`src/rtl/lfm_pkg.sv`:
```
// Shared types and default sizes for the stepped-LFM chirp sequencer.
package lfm_pkg;

  typedef enum logic [2:0] {
    ST_IDLE = 3'd0,
    ST_LOAD = 3'd1,
    ST_RUN  = 3'd2,
    ST_GAP  = 3'd3,
    ST_PARK = 3'd4
  } state_t;

  localparam int DEF_PINC_W = 32;
  localparam int DEF_CNT_W  = 21;
  localparam int DEF_STEP_W = 16;
  localparam int DEF_GAP_W  = 16;

  // Increment sent to the DDS on completion or abort; zero mutes it (DC).
  localparam logic [DEF_PINC_W-1:0] DEF_PARK_PINC = '0;

endpackage

```
`src/rtl/lfm_step_counter.sv`:
```
// Nested beat-within-step and step-within-chirp counters.
// The samples/steps inputs are expected to be at least 1; the top guarantees it.
module lfm_step_counter #(
  parameter int CNT_W  = 21,
  parameter int STEP_W = 16
) (
  input  logic              clk,
  input  logic              reset,
  input  logic              clear,
  input  logic              enable,
  input  logic [CNT_W-1:0]  samples,
  input  logic [STEP_W-1:0] steps,
  output logic              step_last,
  output logic              chirp_last
);

  logic [CNT_W-1:0]  beat_cnt;
  logic [STEP_W-1:0] step_cnt;

  // Flags describe the beat currently being presented, not yet counted.
  assign step_last  = (beat_cnt == samples - CNT_W'(1));
  assign chirp_last = step_last && (step_cnt == steps - STEP_W'(1));

  // Advance the beat count; roll into the step count at each step boundary.
  always_ff @(posedge clk or negedge reset) begin
    if (!reset) begin
      beat_cnt <= '0;
      step_cnt <= '0;
    end else if (clear) begin
      beat_cnt <= '0;
      step_cnt <= '0;
    end else if (enable) begin
      if (step_last) begin
        beat_cnt <= '0;
        step_cnt <= chirp_last ? '0 : step_cnt + STEP_W'(1);
      end else begin
        beat_cnt <= beat_cnt + CNT_W'(1);
      end
    end
  end

endmodule

```
`src/rtl/lfm_chirp_sequencer.sv`:
```
// Drives the DDS phase-increment stream to produce stepped LFM chirps,
// counting DDS output beats to decide when to step, repeat or park.
module lfm_chirp_sequencer
  import lfm_pkg::*;
#(
  parameter int                PINC_W    = DEF_PINC_W,
  parameter int                CNT_W     = DEF_CNT_W,
  parameter int                STEP_W    = DEF_STEP_W,
  parameter int                GAP_W     = DEF_GAP_W,
  parameter logic [PINC_W-1:0] PARK_PINC = '0
) (
  input  logic              clk,
  input  logic              reset,
  input  logic              start,
  input  logic              abort,
  input  logic [PINC_W-1:0] cfg_pinc_start,
  input  logic [PINC_W-1:0] cfg_pinc_step,
  input  logic [CNT_W-1:0]  cfg_samples,
  input  logic [STEP_W-1:0] cfg_steps,
  input  logic [STEP_W-1:0] cfg_repeat,
  input  logic [GAP_W-1:0]  cfg_gap,
  output logic              pinc_tvalid,
  input  logic              pinc_tready,
  output logic [PINC_W-1:0] pinc_tdata,
  input  logic              smp_tvalid,
  input  logic              smp_tready,
  output logic              step_last,
  output logic              chirp_last,
  output logic              busy,
  output logic              done,
  output logic [STEP_W-1:0] chirp_cnt,
  output logic              err_overrun
);

  state_t            state;
  logic [PINC_W-1:0] pinc_start_q;
  logic [PINC_W-1:0] pinc_step_q;
  logic [CNT_W-1:0]  samples_q;
  logic [STEP_W-1:0] steps_q;
  logic [STEP_W-1:0] repeat_q;
  logic [GAP_W-1:0]  gap_q;
  logic [GAP_W-1:0]  gap_cnt;
  logic              aborted;

  logic run_beat;
  logic cnt_step_last;
  logic cnt_chirp_last;
  logic start_ok;
  logic abort_busy;
  logic pinc_pending;
  logic pinc_accept;
  logic more_chirps;

  function automatic logic [STEP_W-1:0] sat_inc(input logic [STEP_W-1:0] v);
    return (&v) ? v : v + STEP_W'(1);
  endfunction

  function automatic logic [CNT_W-1:0] nz_samples(input logic [CNT_W-1:0] v);
    return (v == '0) ? CNT_W'(1) : v;
  endfunction

  function automatic logic [STEP_W-1:0] nz_steps(input logic [STEP_W-1:0] v);
    return (v == '0) ? STEP_W'(1) : v;
  endfunction

  assign run_beat     = smp_tvalid && smp_tready && (state == ST_RUN);
  assign start_ok     = (state == ST_IDLE) && start && !abort;
  assign abort_busy   = (state != ST_IDLE) && abort;
  assign pinc_accept  = pinc_tvalid && pinc_tready;
  assign pinc_pending = pinc_tvalid && !pinc_tready;
  // chirp_cnt is still the pre-increment value when this is consulted.
  assign more_chirps  = (repeat_q == '0) || (chirp_cnt != repeat_q - STEP_W'(1));

  assign step_last  = cnt_step_last && run_beat;
  assign chirp_last = cnt_chirp_last && run_beat;
  assign busy       = (state != ST_IDLE);

  lfm_step_counter #(
    .CNT_W  (CNT_W),
    .STEP_W (STEP_W)
  ) u_step_counter (
    .clk        (clk),
    .reset      (reset),
    .clear      (start_ok || abort_busy),
    .enable     (run_beat),
    .samples    (samples_q),
    .steps      (steps_q),
    .step_last  (cnt_step_last),
    .chirp_last (cnt_chirp_last)
  );

  // Sequencer FSM plus increment handshake; a new increment overwrites a
  // still-pending one rather than stalling, and flags the overrun.
  always_ff @(posedge clk or negedge reset) begin
    if (!reset) begin
      state        <= ST_IDLE;
      pinc_tvalid  <= 1'b0;
      pinc_tdata   <= '0;
      pinc_start_q <= '0;
      pinc_step_q  <= '0;
      samples_q    <= CNT_W'(1);
      steps_q      <= STEP_W'(1);
      repeat_q     <= '0;
      gap_q        <= '0;
      gap_cnt      <= '0;
      chirp_cnt    <= '0;
      err_overrun  <= 1'b0;
      aborted      <= 1'b0;
      done         <= 1'b0;
    end else begin
      done <= 1'b0;
      if (pinc_accept) pinc_tvalid <= 1'b0;

      if (state == ST_IDLE) begin
        if (start_ok) begin
          pinc_start_q <= cfg_pinc_start;
          pinc_step_q  <= cfg_pinc_step;
          samples_q    <= nz_samples(cfg_samples);
          steps_q      <= nz_steps(cfg_steps);
          repeat_q     <= cfg_repeat;
          gap_q        <= cfg_gap;
          chirp_cnt    <= '0;
          err_overrun  <= 1'b0;
          aborted      <= 1'b0;
          pinc_tdata   <= cfg_pinc_start;
          pinc_tvalid  <= 1'b1;
          state        <= ST_LOAD;
        end
      end else if (state == ST_PARK) begin
        if (abort) aborted <= 1'b1;
        if (pinc_accept) begin
          state <= ST_IDLE;
          done  <= !(aborted || abort);
        end
      end else if (abort) begin
        aborted     <= 1'b1;
        pinc_tdata  <= PARK_PINC;
        pinc_tvalid <= 1'b1;
        state       <= ST_PARK;
      end else begin
        case (state)
          ST_LOAD: begin
            if (pinc_accept) state <= ST_RUN;
          end
          ST_RUN: begin
            if (run_beat && cnt_step_last) begin
              if (!cnt_chirp_last) begin
                if (pinc_pending) err_overrun <= 1'b1;
                pinc_tdata  <= pinc_tdata + pinc_step_q;
                pinc_tvalid <= 1'b1;
              end else begin
                chirp_cnt <= sat_inc(chirp_cnt);
                if (more_chirps && (gap_q != '0)) begin
                  gap_cnt <= '0;
                  state   <= ST_GAP;
                end else begin
                  if (pinc_pending) err_overrun <= 1'b1;
                  pinc_tdata  <= more_chirps ? pinc_start_q : PARK_PINC;
                  pinc_tvalid <= 1'b1;
                  state       <= more_chirps ? ST_LOAD : ST_PARK;
                end
              end
            end
          end
          ST_GAP: begin
            if (gap_cnt == gap_q - GAP_W'(1)) begin
              if (pinc_pending) err_overrun <= 1'b1;
              pinc_tdata  <= pinc_start_q;
              pinc_tvalid <= 1'b1;
              state       <= ST_LOAD;
            end else begin
              gap_cnt <= gap_cnt + GAP_W'(1);
            end
          end
          default: state <= ST_IDLE;
        endcase
      end
    end
  end

endmodule

```
`config.mk`:
```
export PLATFORM = sky130hd
export DESIGN_NAME = lfm_chirp_sequencer
export DESIGN_NICKNAME = d
export VERILOG_FILES = /design/src/rtl/lfm_pkg.sv /design/src/rtl/lfm_step_counter.sv /design/src/rtl/lfm_chirp_sequencer.sv
export SDC_FILE = /design/constraint.sdc
export NUM_CORES = 1
export LEC_CHECK = 0
export ABC_AREA = 1
export CORE_AREA = 2 2 170 172
export DETAILED_ROUTE_END_ITERATION = 10
export DIE_AREA = 0 0 172 174
export GPL_TIMING_DRIVEN = 0
export PLACE_DENSITY = 0.95
export SLEW_MARGIN = 0
export SYNTH_ARGS = -nofsm -noshare
export SYNTH_HDL_FRONTEND = slang
export SYNTH_SLANG_ARGS = --single-unit
```
`constraint.sdc`:
```
create_clock -name clk -period 7.7 [get_ports clk]
set_clock_uncertainty 0.15 [all_clocks]
set_input_delay 0.77 -clock clk [delete_from_list [all_inputs] [get_ports clk]]
set_output_delay 0.77 -clock clk [all_outputs]
set_load 0.1 [all_outputs]
```
==> impl_metrics.toml <==
[outcome]
run_status = "finished clean"

[finish]
area_delta_synth_final_pct = 19.7
layout.nets = 3092
fill_cells = 2267
design_area_um2 = 21000
final_cells = 3315
final_cell_mix = "nand2_1, nor2_1, dfrtp_1, inv_1, clkdlybuf4s50_1"
drive_above_1_share_pct = 6.45
utilization_pct = 74.4
final_common_cell = "nand2_1"
num_antenna_cells = 0

[floorplanning]
start_util_pct = 62.2
pin_count = 194
dieArea_um2 = 29900
chipHeight_um = 174
placementRows = 62
die_w_um = 172
core_area_um2 = 28200

[timing]
fin_ws_ns = 2.23
worst_pin_slew_ns = 1.17
period_minus_slack_ns = 5.47
finalHoldViolations = 0
worst_slew_margin_rel_pct = 22.1
rsz0062_at_grt = "no"
setup_viol = 0
finalMaxSlewViolations = 0
min_period_over_period_pct = 71.0
fmax_mhz = 183

[route]
drtAntennaViolNets = 0
drt_first_pass_iters = 6
wl_per_cell_um = 17.6
viasPerCell = 5.76
drc = 0
num_vias = 19079
drt_iter0_drc = 1783
routed_wl_um = 58300

[grt]
grt_pass1_wl_um = 92400
antenna_found_initial = 0
track_usage_pct = 38.8
grt_max_degree = 123
grt_pass1_vias = 18729
overflow = 0

[clock_network]
clockBufferDepth = 3
cts_resized = 0
numCtsBuffers = 28
root_buffer = "clkbuf_16"
htreeDepth = 1
cts_setup_buffers = 0
tritoncts = "built"
worstSkewPairLatency_ns = 0.57
ctsHoldBuffers = 1
clk_pin_slew_ns = 0.07
cts_sinks = 241

[logic_synthesis]
yosysWarnings = 0
synth_seq_cells = 241
avgSynthCellArea_um2 = 6.54
synth_area_um2 = 17600
synth.yosys.seq_area_share_pct = 34.4
synth_cell_types = 54
synthCells = 2686
synth_fp_nets = 2866

[critical_path]
cp-end-kind = "output pin"
worstPathArrival_ns = 4.55
worst_ep_required_time_ns = 6.78
cp_slowest_stage_delay_ns = 1.17
cp.depth = 13
startpoint_type = "register"
path_cells = "inv_1 > ha_1 > nand2_2 > nor2_8 > nand2_1 > nor2_1 > or2_1 > nand2_1 > inv_1 > nor4_1 > nand2_1 > nor3_1 > clkdlybuf4s50_1"
cp_common_cell = "nand2_1"
worst-path-buf-inv = 3
criticalPathCategory = "register to output pin"
cpLargestDelayFamily = "simple AND/OR/NAND/NOR gates"
worst_r2r_path_depth = 10
cp_slowest_cell = "clkdlybuf4s50_1"
crit_fanout = 9

[power_and_ir_drop]
power_density_nw_per_um2 = 401
worst_ir_drop_vdd_mv = 0.395
p_total_w = 0.00843
leakagePower_nw = 10.5

[placed_design]
place_ws_ns = 2.96
place_inst = 3265
io_buffers = 193
placed_cell_area_um2 = 20000
gp_congestion = 0.973
dp_hpwl_um = 43500

[worst_hold_path]
holdCritPathClass = "register to register"
holdPathStages = 1

[flow_run]
maxCapViolations = 0
-- power breakdown --
part	switching, W	leakage, nW	internal, W	total, W
logic	0.00324	6.92	0.00155	0.00478
registers	0.000514	3.11	0.00170	0.00221
clock network	0.000566	0.475	0.000868	0.00143
total	0.00432	10.5	0.00411	0.00843
-- per-layer routing --
layer,global-route usage [%],vias up,wire length (um)
li1,-,8930,-
met1,48.0,8832,22300
met2,65.3,1061,27200
met3,6.72,256,5420
met4,19.3,0,3360
met5,0,-,0
-- synthesized netlist by cell type (all sizes together) --
master	instances	area [um2]
nor4	19	119
dfstp	2	52.6
ha	39	488
nand3b	17	140
nand4	54	350
buf	24	195
a41oi	1	8.76
fa	1	20.0
a31oi	2	12.5
o22ai	20	125
xnor2	40	350
o21bai	10	75.1
nor3	31	160
nand2b	1	6.26
inv	227	852
and3	2	12.5
nand3	141	733
or2	16	100
dfrtp	239	5980
nor2	302	1240
clkinv	2	7.51
clkbuf	54	208
a32o	1	10.0
a21boi	2	15.0
o2111ai	1	8.76
nor3b	4	30.0
nand2	1169	4450
o21ai	126	758
o21a	3	22.5
a21oi	42	214
a22oi	2	15.0
and2	7	43.8
xor2	81	709
xnor3	1	22.5
a21o	3	22.5
-- kinds of logic (layout without fill, tap and decap cells) --
family | after synthesis | count (layout) | share of synthesized area (%)
adder cells (fa/ha/maj) | 40 | 40 | 2.89
flip-flops | 241 | 241 | 34.4
buffers and inverters | 307 | 552 | 7.19
XOR/XNOR | 122 | 122 | 6.16
AO/OA/AOI/OAI | 213 | 213 | 7.33
AND/OR/NAND/NOR | 1763 | 1763 | 42.1
-- layout make-up --
class	count	area, um2	area share, %
Clock inverter	14	200	0.953
Timing Repair Buffer	196	2000	9.53
Buffer	78	403	1.92
Tap cell	384	480	2.29
Multi-Input combinational cell	2138	10300	48.8
Clock buffer	35	768	3.66
Inverter	229	860	4.09
Sequential cell	241	6030	28.7
-- final timing paths --
| kind | start | endpoint | slack, ns |
|---|---|---|---|
| max in group asynchronous | reset | pinc_start_q[21] | 5.61 |
| worst max register to register | state[0] | samples_q[18] | 4.20 |
| min in group asynchronous | reset | steps_q[14] | 0.56 |
| worst max-delay path | samples_q[0] | chirp_last | 2.23 |
| worst min-delay path | aborted | done | 0.31 |
| worst min register to register | aborted | done | 0.31 |
-- sequential cells by signal, indices dropped and copies added (netlist names) --
signal	cells
aborted	1
chirp_cnt	16
done	1
err_overrun	1
gap_cnt	16
gap_q	16
pinc_start_q	32
pinc_step_q	32
pinc_tdata	32
pinc_tvalid	1
repeat_q	16
samples_q	21
state	3
steps_q	16
u_step_counter.beat_cnt	21
u_step_counter.step_cnt	16
-- stage by stage --
step	setup TNS, ns	hold WS [ns]
3_5_place_dp	0	0.289
3_3_place_gp	-1056.01	0.281
4_1_cts	0	0.311
2_1_floorplan	0	0.257
6_report	0	0.308
5_1_grt	0	0.332
(Power assumes the default switching activity.)
